===== config.mk =====
export PLATFORM = sky130hd
export DESIGN_NAME = uart_rx_buffer
export DESIGN_NICKNAME = d
export VERILOG_FILES = /design/src/rtl/uart_pkg.sv /design/src/rtl/uart_fifo_mem.sv /design/src/rtl/uart_rx_buffer.sv
export SDC_FILE = /design/constraint.sdc
export NUM_CORES = 1
export LEC_CHECK = 0
export ABC_AREA = 1
export BUFFER_PORTS_ARGS = -buffer_cell sky130_fd_sc_hd__buf_2
export CELL_PAD_IN_SITES_DETAIL_PLACEMENT = 0
export CELL_PAD_IN_SITES_GLOBAL_PLACEMENT = 2
export CORE_MARGIN = 8
export CORE_UTILIZATION = 44
export DETAILED_ROUTE_END_ITERATION = 10
export PLACE_DENSITY = 0.82
export SETUP_SLACK_MARGIN = 0.4
export SYNTH_ARGS = -nofsm -noshare
export SYNTH_HDL_FRONTEND = slang
export SYNTH_SLANG_ARGS = --single-unit

===== constraint.sdc =====
create_clock -name clk -period 6.2 [get_ports clk]
set_input_delay 1.24 -clock clk [delete_from_list [all_inputs] [get_ports clk]]
set_output_delay 1.24 -clock clk [all_outputs]
set_load 0.1 [all_outputs]

===== src/rtl/uart_pkg.sv =====
// uart_pkg
//   Constants and helpers shared across the UART receive path.
//   BYTE_W                  - width of one UART character
//   RX_BUF_DEPTH_DEFAULT    - default receive buffer depth (entries)
//   RX_BUF_HEADROOM_DEFAULT - default free slots kept when rts drops
//   ptr_w()                 - FIFO pointer width: index bits plus one wrap bit
package uart_pkg;

  localparam int BYTE_W                  = 8;
  localparam int RX_BUF_DEPTH_DEFAULT    = 16;
  localparam int RX_BUF_HEADROOM_DEFAULT = 4;

  // The extra MSB distinguishes full from empty when the index bits match.
  function automatic int ptr_w(input int depth);
    return $clog2(depth) + 1;
  endfunction

endpackage


===== src/rtl/uart_fifo_mem.sv =====
// uart_fifo_mem
//   DEPTH x BYTE_W storage array for the receive buffer. One synchronous
//   write port and one combinational read port. Contents are not reset.
//   Ports:
//     clk   - system clock
//     we    - write enable
//     waddr - write index
//     wdata - write byte
//     raddr - read index
//     rdata - byte at raddr (combinational)
module uart_fifo_mem
  import uart_pkg::*;
#(
  parameter int DEPTH = RX_BUF_DEPTH_DEFAULT,
  parameter int AW    = $clog2(RX_BUF_DEPTH_DEFAULT)
) (
  input  logic              clk,
  input  logic              we,
  input  logic [AW-1:0]     waddr,
  input  logic [BYTE_W-1:0] wdata,
  input  logic [AW-1:0]     raddr,
  output logic [BYTE_W-1:0] rdata
);

  logic [BYTE_W-1:0] mem [DEPTH];

  always_ff @(posedge clk) begin
    if (we) begin
      mem[waddr] <= wdata;
    end
  end

  assign rdata = mem[raddr];

endmodule


===== src/rtl/uart_rx_buffer.sv =====
// uart_rx_buffer
//   Circular byte FIFO between the UART receiver and the command logic.
//   Captures bytes on a one-cycle strobe, hands them out over valid/ready,
//   drives rts from the fill level and records dropped bytes.
//   Ports:
//     clk          - system clock, rising edge
//     reset        - asynchronous active-low reset
//     rx_data      - received byte
//     rx_valid     - one-cycle strobe qualifying rx_data
//     m_data       - head byte (8'h00 when empty)
//     m_valid      - head byte present
//     m_ready      - consumer takes the head byte this cycle
//     rts          - 1 = sender may transmit
//     level        - bytes stored, 0..DEPTH
//     overflow     - sticky drop flag
//     clr_overflow - one-cycle clear of overflow and drop_count
//     drop_count   - saturating count of dropped bytes
module uart_rx_buffer
  import uart_pkg::*;
#(
  parameter int DEPTH    = RX_BUF_DEPTH_DEFAULT,
  parameter int HEADROOM = RX_BUF_HEADROOM_DEFAULT
) (
  input  logic                     clk,
  input  logic                     reset,
  input  logic [BYTE_W-1:0]        rx_data,
  input  logic                     rx_valid,
  output logic [BYTE_W-1:0]        m_data,
  output logic                     m_valid,
  input  logic                     m_ready,
  output logic                     rts,
  output logic [$clog2(DEPTH):0]   level,
  output logic                     overflow,
  input  logic                     clr_overflow,
  output logic [7:0]               drop_count
);

  localparam int PW = ptr_w(DEPTH);
  localparam int AW = PW - 1;
  localparam logic [PW-1:0] RTS_THR = PW'(DEPTH - HEADROOM);

  logic [PW-1:0]     wr_ptr, rd_ptr;
  logic [PW-1:0]     wr_ptr_nxt, rd_ptr_nxt, level_nxt;
  logic              empty, full;
  logic              rd_en, wr_en, drop;
  logic              rts_q, overflow_q;
  logic [7:0]        drop_count_q;
  logic [BYTE_W-1:0] mem_rdata;

  function automatic logic [7:0] sat_inc8(input logic [7:0] v);
    return (v == 8'hFF) ? v : v + 8'd1;
  endfunction

  assign empty = (wr_ptr == rd_ptr);
  assign full  = (wr_ptr[AW-1:0] == rd_ptr[AW-1:0]) &&
                 (wr_ptr[PW-1] != rd_ptr[PW-1]);

  assign rd_en = !empty && m_ready;
  // A read in the same cycle frees the slot, so a full buffer still accepts.
  assign wr_en = rx_valid && (!full || rd_en);
  assign drop  = rx_valid && full && !rd_en;

  assign wr_ptr_nxt = wr_ptr + {{(PW-1){1'b0}}, wr_en};
  assign rd_ptr_nxt = rd_ptr + {{(PW-1){1'b0}}, rd_en};
  assign level_nxt  = wr_ptr_nxt - rd_ptr_nxt;

  always_ff @(posedge clk or negedge reset) begin
    if (!reset) begin
      wr_ptr       <= '0;
      rd_ptr       <= '0;
      rts_q        <= 1'b1;
      overflow_q   <= 1'b0;
      drop_count_q <= 8'd0;
    end else begin
      wr_ptr <= wr_ptr_nxt;
      rd_ptr <= rd_ptr_nxt;
      // Registered from the next level so rts tracks level in the same cycle.
      rts_q  <= (level_nxt < RTS_THR);
      if (drop) begin
        overflow_q   <= 1'b1;
        // A drop coinciding with a clear restarts the count at one.
        drop_count_q <= clr_overflow ? 8'd1 : sat_inc8(drop_count_q);
      end else if (clr_overflow) begin
        overflow_q   <= 1'b0;
        drop_count_q <= 8'd0;
      end
    end
  end

  uart_fifo_mem #(
    .DEPTH (DEPTH),
    .AW    (AW)
  ) u_mem (
    .clk   (clk),
    .we    (wr_en),
    .waddr (wr_ptr[AW-1:0]),
    .wdata (rx_data),
    .raddr (rd_ptr[AW-1:0]),
    .rdata (mem_rdata)
  );

  assign m_valid    = !empty;
  assign m_data     = empty ? '0 : mem_rdata;
  assign level      = wr_ptr - rd_ptr;
  assign rts        = rts_q;
  assign overflow   = overflow_q;
  assign drop_count = drop_count_q;

endmodule


==> flow_results.org <==
** Status
- Run status :: finished clean

** Placed design
- Final estimated routing congestion in global placement :: 0.806
- Port Buffer Count :: 36
- The wire-length estimate of the detail-placed layout is approximately 9600 um.
- In this run, placement finished with an instance count of 811.
- Dpl cell area :: about 0.007 mm2

** Critical path
- For this design, the slowest cell found on the critical path is sky130_fd_sc_hd__dfrtp_1.
- R2r worst-path depth :: 15
- Traced cell by cell, the critical path runs through inv_2 -> ha_1 -> nand4_4 -> nor2_2 -> a21oi_1 -> buf_2.
- CP required :: 4.96 ns
- Setup slack on the worst reg-to-reg path comes out at between 2 and 2.5 ns.
- Endpoint kind of the worst setup timing path :: output pin
- Along the worst path, the maximum fanout reaches 20.
- Data arrives at the worst endpoint at roughly 3.3 ns.
- The worst setup path is launched from a flip-flop.
- The critical path is of the reg -> out type.
- Start of the worst register-to-register path :: rd_ptr[2]
- Worst stage delay on the critical path :: around 0.85 ns
- The endpoint identified for the worst register-to-register timing path is rts.

** GRT
- For met2 alone, demand over resource in global routing was between 20% and 30%.
- Met3 track utilization from global routing :: 4.25%
- Pin count of the biggest net entering global routing :: 67
- Global routing finished with a remaining overflow of 0.
- Wire length of the first global-routing pass :: about 23000 um
- The number of antenna violations at the first check in global routing came to 0.
- Busiest layer in global routing :: met2
- The number of global-route vias before repair is 4077.
- Global routing consumed, on the met1 layer, 21.9% of the routing resources.
- Global router's overall resource usage :: between 10% and 20%

** Hold path
- Destination of the worst hold path :: overflow
- Hold Path Class :: reg -> reg
- Min-delay src :: overflow
- Worst Hold Path Cells :: 2

** Detailed routing
- First-pass detailed-route iteration total :: 5
- For this run, design rule violations remaining after detail routing come to 0.
- Once detail routing completed, the nets flagged for antenna violations numbered 0.
- Routed via count :: roughly 4400
- Using the TritonRoute via totals, the vias-per-cell ratio works out to around 5.2.
- Dividing the detail-routed wire length by the instance count gives 17.6 um.
- The first routing iteration left ~320 violations.
- The routed design has 14800 um of wire.

** Die
- Horizontal die dimension :: 138 um
- # IOs :: 37
- For this configuration, the core starts out at a cell density of around 45%.
- The die is ~140 um tall.
- The total area inside the core boundary comes to 0.0146 mm2.
- Total die area :: about 0.019 mm2
- The initialized floorplan defines 44 standard-cell rows.

** Clock network
- Clock root buffer master :: sky130_fd_sc_hd__clkbuf_16
- Clock-pin slew was measured on the worst setup and hold paths at 0.06 ns.
- The number of setup buffers added after CTS is 0.
- Buffer levels on the longest clock path :: 2
- Buffers inserted to repair hold after CTS numbered 0.
- After clock tree synthesis, the repair step resized 0 gates.
- TritonCTS created 17 clock buffers.
- CTS sink cnt :: between 100 and 150
- In this run the number of H-tree levels came out at 4.
- Clock latency on the worst-skew pair, taken at its later pin, is around 0.41 ns.
- Clock tree from TritonCTS :: built

** Logic synthesis
- Cell with the most instances after synthesis :: sky130_fd_sc_hd__nand2_1
- In the synthesized netlist the async set-or-reset flop fraction comes to a little over an eighth.
- Number of standard cells after synthesis :: 613
- Net count after synthesis :: approximately 640
- Yosys mapped a number of flops with a built-in enable equal to between 100 and 150.
- Counting flops and latches in the post-synthesis netlist gives about 150.
- Area contributors post-synth :: sky130_fd_sc_hd__edfxtp_1, sky130_fd_sc_hd__nand2_1, sky130_fd_sc_hd__nand3_1
- Number of warning messages in the yosys log :: 0
- Fraction of post-synthesis cell area in the top cell type by area :: 58.3%
- Summed over all instances, the cell type with the most area after synthesis is sky130_fd_sc_hd__edfxtp_1.
- After synthesis the cells add up to 0.00659 mm2.
- Of the synthesized area, sequential elements account for 66.0%.
- The netlist uses 33 different library cells.
- Commonest register cell after synthesis :: sky130_fd_sc_hd__edfxtp_1
- Commonest cells in the netlist :: sky130_fd_sc_hd__nand2_1, sky130_fd_sc_hd__edfxtp_1, sky130_fd_sc_hd__nand3_1, sky130_fd_sc_hd__inv_1, sky130_fd_sc_hd__nor2_1
- Synthesized area divided by synthesized cell count :: approximately 11 um2

** Timing
- Adding up every negative setup slack in the final design gives 0 ns.
- Final number of setup-violating endpoints :: 0
- After layout, the minimum clock period comes to approximately 4.5 ns.
- Slew at the pin with the worst max-slew slack :: about 1.2 ns
- The number of pins exceeding their max-slew limit in the final report was 0.
- The hold violation total from the final report is 0.
- Clock skew on the completed layout was measured at 0.00646 ns.
- Setup repair after global routing missed its margin :: false
- For this run, the top clock speed supported by timing is 222 MHz.
- Relative slew margins :: 23.2%
- Period utilization :: 72.8%

** Cells and area
- Fraction of layout instances using a drive strength above 1 :: between 10% and 20%
- Measured on the finished design, the core utilization comes to 51.2%.
- Antenna cell count :: 0
- Net count reported at finish :: 672
- Summed area of non-filler cells in the final layout :: 0.00747 mm2
- After filler insertion, the fill cell instance count of the layout stands at 1266.
- From synthesis to final layout, the design area changed by 13.4%.
- For this run, the number of standard cells in the final layout without fillers is 840.

** Run
- Max-cap viol count :: 0
==> worst max path at each step <==
| stage | startpoint | cells past startpoint | slack (ns) | end |
|---|---|---|---|---|
| final | rd_ptr[2] | 6 | 1.69 | m_data[2] |
| after global routing | rd_ptr[2] | 6 | 1.48 | m_data[1] |
| after CTS | rd_ptr[2] | 6 | 1.58 | m_data[2] |
| after detailed placement | rd_ptr[2] | 6 | 2.05 | m_data[2] |
| after global placement | rd_ptr[2] | 6 | 2.13 | m_data[3] |
| after floorplan | rd_ptr[1] | 7 | 2.15 | m_data[0] |
==> routing by layer <==
| layer | up-vias | wire [um] | share of wire [%] |
|---|---|---|---|
| met5 | - | 0 | 0 |
| met4 | 0 | 127 | 0.86 |
| met3 | 11 | 707 | 4.8 |
| met2 | 106 | 6640 | 45 |
| met1 | 2098 | 7280 | 49 |
| li1 | 2168 | - | - |
==> registers in the layout, summed over array words and instances, names as in the netlist <==
signal      count
u_mem.mem     128
rts             1
wr_ptr          5
overflow        1
drop_count      8
rd_ptr          5
==> cell families (layout without fill, tap and decap cells) <==
| kind of cell | Yosys count | after routing | share of synthesized area [%] |
|---|---|---|---|
| AO/OA/AOI/OAI | 25 | 25 | 2.17 |
| XOR/XNOR | 9 | 9 | 1.31 |
| adder cells (fa/ha/maj) | 13 | 13 | 2.58 |
| buffers and inverters | 54 | 97 | 3.82 |
| flip-flops | 148 | 148 | 66.0 |
| AND/OR/NAND/NOR | 364 | 364 | 24.2 |
==> metrics by stage <==
step / hold slack, ns / setup WS [ns]
floorplan: 0.544 / 2.15
global placement: 0.461 / 2.13
detailed placement: 0.474 / 2.05
CTS: 0.487 / 1.58
global route: 0.531 / 1.48
finish: 0.485 / 1.69
==> critical path, delay by kind of cell (launching register included) <==
family	cells	cell delay [ns]
adders and majority gates	1	0.53
AOI/OAI and AO/OA	1	0.09
DFF	1	0.85
buffers and inverters	2	0.69
and+or+nand+nor	2	0.69
==> layout by cell type, fill, tap and decap left out, types with 3 or more instances in the layout <==
master,count
sky130_fd_sc_hd__nor2_1,22
sky130_fd_sc_hd__ha_1,12
sky130_fd_sc_hd__dfrtp_1,18
sky130_fd_sc_hd__nand3_1,117
sky130_fd_sc_hd__bufinv_16,4
sky130_fd_sc_hd__clkbuf_16,17
sky130_fd_sc_hd__edfxtp_1,128
sky130_fd_sc_hd__xor2_1,7
sky130_fd_sc_hd__inv_2,5
sky130_fd_sc_hd__nor2_2,4
sky130_fd_sc_hd__inv_1,24
sky130_fd_sc_hd__o21ai_1,5
sky130_fd_sc_hd__buf_2,36
sky130_fd_sc_hd__a21oi_1,12
sky130_fd_sc_hd__buf_4,3
sky130_fd_sc_hd__nand2_1,210
==> layout make-up <==
| class | count | area, um2 | area share, % |
|---|---|---|---|
| multi-input cells | 411 | 1990 | 26.7 |
| inverters | 29 | 109 | 1.46 |
| clock inverters | 11 | 163 | 2.18 |
| well taps | 184 | 230 | 3.08 |
| flip-flops and latches | 148 | 4350 | 58.2 |
| repair buffers | 39 | 203 | 2.71 |
| clock buffers | 18 | 429 | 5.74 |
Power is left out: the tool's default activity adds up to more than one toggle a clock period on the data nets, which glitch-free logic cannot reach.
